**src/rtl/stream_byte_packer.sv**
```systemverilog
// Packs an 8-bit AXI-Stream byte stream into n-lane words with tkeep, flushing on tlast.
// Define STREAM_BYTE_PACKER_MSB_FIRST_EN to place the first byte in the top lane.
module stream_byte_packer #(
    parameter int unsigned n = 5,
    localparam int unsigned nb = n * 8
) (
    input  logic          aclk,
    input  logic          areset,
    input  logic [7:0]    in_tdata,
    input  logic          in_tvalid,
    input  logic          in_tlast,
    output logic          in_tready,
    output logic [nb-1:0] out_tdata,
    output logic [n-1:0]  out_tkeep,
    output logic          out_tlast,
    output logic          out_tvalid,
    input  logic          out_tready
);

    localparam int unsigned CntW = $clog2(n);
    localparam logic [CntW-1:0] LastLane = CntW'(n - 1);

    logic [n-2:0][7:0] acc_q, acc_d;
    logic [CntW-1:0]   cnt_q, cnt_d;
    logic [nb-1:0]     out_tdata_q, out_tdata_d;
    logic [n-1:0]      out_tkeep_q, out_tkeep_d;
    logic              out_tlast_q, out_tlast_d;
    logic              out_tvalid_q, out_tvalid_d;

    logic              completing;
    logic              wr;
    logic              rd;
    logic [n-1:0][7:0] lin_byte;
    logic [n-1:0]      lin_keep;
    logic [n-1:0][7:0] word;
    logic [n-1:0]      word_keep;

    assign completing = (cnt_q == LastLane) || in_tlast;
    // Only a completing byte needs the output slot, so partial bytes flow in during a stall.
    assign in_tready  = !areset && !(out_tvalid_q && !out_tready && completing);
    assign wr         = in_tvalid && in_tready;
    assign rd         = out_tvalid_q && out_tready;

    // Word in arrival order: byte j sits in lin_byte[j].
    always_comb begin
        lin_byte = '0;
        lin_keep = '0;
        for (int j = 0; j < int'(n) - 1; j++) begin
            if (CntW'(j) < cnt_q) begin
                lin_byte[j] = acc_q[j];
            end
        end
        for (int j = 0; j < int'(n); j++) begin
            if (CntW'(j) == cnt_q) begin
                lin_byte[j] = in_tdata;
            end
            lin_keep[j] = (CntW'(j) <= cnt_q);
        end
    end

    always_comb begin
        word      = '0;
        word_keep = '0;
        for (int k = 0; k < int'(n); k++) begin
`ifdef STREAM_BYTE_PACKER_MSB_FIRST_EN
            word[k]      = lin_byte[int'(n) - 1 - k];
            word_keep[k] = lin_keep[int'(n) - 1 - k];
`else
            word[k]      = lin_byte[k];
            word_keep[k] = lin_keep[k];
`endif
        end
    end

    always_comb begin
        acc_d        = acc_q;
        cnt_d        = cnt_q;
        out_tdata_d  = out_tdata_q;
        out_tkeep_d  = out_tkeep_q;
        out_tlast_d  = out_tlast_q;
        out_tvalid_d = out_tvalid_q;
        if (rd) begin
            out_tvalid_d = 1'b0;
        end
        if (wr) begin
            if (completing) begin
                out_tdata_d  = word;
                out_tkeep_d  = word_keep;
                out_tlast_d  = in_tlast;
                out_tvalid_d = 1'b1;
                cnt_d        = '0;
            end else begin
                for (int j = 0; j < int'(n) - 1; j++) begin
                    if (cnt_q == CntW'(j)) begin
                        acc_d[j] = in_tdata;
                    end
                end
                cnt_d = cnt_q + 1'b1;
            end
        end
    end

    always_ff @(posedge aclk) begin
        if (areset) begin
            acc_q        <= '0;
            cnt_q        <= '0;
            out_tdata_q  <= '0;
            out_tkeep_q  <= '0;
            out_tlast_q  <= 1'b0;
            out_tvalid_q <= 1'b0;
        end else begin
            acc_q        <= acc_d;
            cnt_q        <= cnt_d;
            out_tdata_q  <= out_tdata_d;
            out_tkeep_q  <= out_tkeep_d;
            out_tlast_q  <= out_tlast_d;
            out_tvalid_q <= out_tvalid_d;
        end
    end

    assign out_tdata  = out_tdata_q;
    assign out_tkeep  = out_tkeep_q;
    assign out_tlast  = out_tlast_q;
    assign out_tvalid = out_tvalid_q;

endmodule
```
**config.mk**
```make
export PLATFORM = sky130hd
export DESIGN_NAME = stream_byte_packer
export DESIGN_NICKNAME = d
export VERILOG_FILES = /design/src/rtl/stream_byte_packer.sv
export SDC_FILE = /design/constraint.sdc
export NUM_CORES = 1
export LEC_CHECK = 0
export BUFFER_PORTS_ARGS = -buffer_cell sky130_fd_sc_hd__buf_2
export CAP_MARGIN = 20
export CORE_ASPECT_RATIO = 0.75
export CORE_MARGIN = 2
export CORE_UTILIZATION = 50
export CTS_CLUSTER_SIZE = 14
export DETAILED_ROUTE_END_ITERATION = 8
export GPL_ROUTABILITY_DRIVEN = 0
export GPL_TIMING_DRIVEN = 1
export PLACE_DENSITY = 0.69
export RECOVER_POWER = 25
export SLEW_MARGIN = 15
export SYNTH_ARGS = -nofsm -noshare
export SYNTH_HDL_FRONTEND = slang
export SYNTH_SLANG_ARGS = --single-unit
```
**constraint.sdc**
```tcl
create_clock -name aclk -period 3.9 [get_ports aclk]
set_clock_uncertainty 0.2 [all_clocks]
set_input_delay 0.195 -clock aclk [delete_from_list [all_inputs] [get_ports aclk]]
set_output_delay 0.195 -clock aclk [all_outputs]
set_load 0.05 [all_outputs]
```
==> qor.csv <==
metric,value,unit
synth_area_leaders,"dfxtp_1 (43%), a31oi_1 (7.0%), a311oi_1 (6.2%), a21oi_1 (6.2%), nand3_1 (4.6%)",
drv_slew,0,
finalNetCount,486,
finalHoldViolCount,0,
place_area,4010,um^2
cts_resized,0,
htreeDepth,3,
hpwl,6.33,mm
yosysTopAreaCell,dfxtp_1,
hold-path-endpoint,acc_q[16]$_SDFFE_PP0P_,
antenna_found_initial,0,
avgRoutedWirePerCell,18.6,um
final_area,4230,um^2
min_from,in_tdata[0],
setup_viol,0,
synth_top_area_share,43.0,%
startpoint,cnt_q[0]$_SDFFE_PP0P_,
worstSetupStartpointType,flop,
rsz0062_at_grt,no,
max_freq,342,MHz
r2r-end,out_tdata[3]$_SDFFE_PP0P_,
worstSetupPathType,flop to output port,
total_power,1.87,mW
synthCells,452,
worstMarginPinSlew,0.890,ns
clk_latency,0.35,ns
start_util,51.8,%
numClockSinks,82,
worstReg2RegStart,cnt_q[0]$_SDFFE_PP0P_,
cap_violations,0,
p_leak,1.34,nW
peakVddDrop,0.000234,V
grt_pass1_vias,3301,
cp_max_fo,27,
hp-class,input port to flop,
clk_path_buf_depth,2,
die_y,79.7,um
layout_common_cells,"dfxtp_1 (82), a21oi_1 (47), a31oi_1 (43), nand3_1 (35), clkbuf_1 (32)",
status,"finished, final reports clean",
max-slew-margin-rel,40.6,%
fp.coreArea,7360,um^2
syn_avg_cell_area,8.44,um^2
path_clk_slew,0.08,ns
synth_area,3820,um^2
post_cts_buffers,0,
path_cells,inv_1 -> ha_1 -> a21o_1 -> a21oi_1 -> buf_2,
grt.total_usage,26.0,%
fin_setup_tns,0,ns
end_kind,output port,
crit_required,3.50,ns
postRouteAntennaNets,0,
dieArea,8350,um^2
drc,0,
drt-pass1-iter-count,5,
seq_area_frac_synth,43.0,%
numCtsBuffers,9,
r2r_slack,1.10,ns
cts.hold.buffers_added,2,
syn_to_final_growth,11.0,%
vias_per_cell,6.35,
power_density,443,nW/um^2
fin_crit_sh,75.0,%
yosys_warnings,0,
synth_nets,468,
mostFrequentLayoutCell,dfxtp_1,
grt_pass1_wl,17.2,mm
pin_count,61,
period_minus_slack,2.93,ns
hold_path_depth,3,
diodes,0,
via_count,3650,
cp_top_family,compound AO/OA/AOI/OAI gates,
overflow,0,
crit_buf_inv,2,
wirelength,10.7,mm
io_buffer_count,60,
fp.dieW,105,um
yosysUniqueCellTypes,37,
rr_worst_depth,6,
arrival,2.53,ns
drtIter0Drc,373,
ys_ff_latch,82,
fp-row-count,27,
root_buffer,clkbuf_8,
cts_tree,done,
worst_path_max_delay_cell,a21o_1,
grt_max_degree,52,
critPathMaxStageDelay,0.79,ns
drive_gt1_share,13.1,%
==> state kept, by name (all words and copies together) (netlist names) <==
register,flops
out_tlast,1
out_tkeep,5
out_tdata,40
cnt_q,3
acc_q,32
out_tvalid,1
==> power by group <==
part / total (mW) / leakage (nW) / switching (mW) / internal (mW)
clock: 0.746 / 0.118 / 0.308 / 0.438
sequential: 0.874 / 0.666 / 0.0123 / 0.861
combinational: 0.255 / 0.559 / 0.198 / 0.0570
total: 1.87 / 1.34 / 0.518 / 1.36
==> kinds of logic after synthesis <==
kind of cell	after synthesis	share of synthesized area [%]
buffers and inverters	71	8.72
AO/OA/AOI/OAI	199	32.7
adder cells (fa/ha/maj)	3	0.984
flip-flops	82	43.0
AND/OR/NAND/NOR	97	14.6
==> metrics by stage <==
stage / setup slack, ns / std cells / hold slack, ns / utilization (%)
finish: 0.975 / 575 / 0.0130 / 57.5
global route: 0.794 / 575 / 0.0133 / 57.5
CTS: 0.974 / 575 / 0.00395 / 58.0
detailed placement: 1.15 / 558 / 0.256 / 54.5
global placement: 1.32 / 558 / 0.251 / 54.5
floorplan: 1.05 / 452 / 0.147 / -
==> per-layer routing <==
metal / track usage [%] / vias to the layer above / wire length (um) / share of wire [%]
li1: - / 1740 / - / -
met4: 7.33 / 0 / 172 / 1.6
met1: 36.7 / 1736 / 4840 / 45
met2: 40.3 / 155 / 4800 / 45
met3: 5.39 / 19 / 864 / 8.1
met5: 0 / - / 0 / 0
==> cells in the mapped netlist (all sizes together) <==
| cell | number |
|---|---|
| nor4b | 1 |
| or4b | 1 |
| nor3 | 1 |
| o21a | 7 |
| nand2 | 25 |
| o21ba | 1 |
| a31oi | 43 |
| ha | 3 |
| nand3 | 35 |
| nor4 | 1 |
| and3b | 2 |
| a21o | 1 |
| nand4b | 9 |
| nor2 | 3 |
| nor2b | 5 |
| o31a | 1 |
| o31ai | 12 |
| dfxtp | 82 |
| nand4 | 9 |
| buf | 28 |
| a21oi | 47 |
| inv | 5 |
| and2 | 1 |
| a21boi | 1 |
| nand2b | 4 |
| o21ai | 49 |
| a211oi | 9 |
| clkbuf | 38 |
| a311oi | 27 |
| o32ai | 1 |
==> how the worst max path moves through the flow <==
stage / slack [ns] / depth (start not counted) / to
global route: 0.79 / 5 / in_tready
floorplan: 1.05 / 8 / in_tready
global placement: 1.32 / 6 / out_tdata[20]$_SDFFE_PP0P_
finish: 0.97 / 5 / in_tready
detailed placement: 1.15 / 6 / out_tdata[3]$_SDFFE_PP0P_
CTS: 0.97 / 5 / in_tready
==> worst reg2reg max path, cell delays in order, from the launching register on <==
cell and delay (ns):
dfxtp_1 0.32, inv_1 0.11, ha_1 0.52, a21o_1 0.80
buf_4 0.36, a31oi_1 0.12, a311oi_1 0.29
==> area by class of cell <==
type / instances / area (um^2)
Clock buffer: 10 / 138
Clock inverter: 5 / 103
Fill cell: 692 / 3130
Inverter: 5 / 18.8
Multi-Input combinational cell: 299 / 1840
Sequential cell: 82 / 1640
Tap cell: 101 / 126
Timing Repair Buffer: 73 / 363
(Power assumes the default switching activity.)
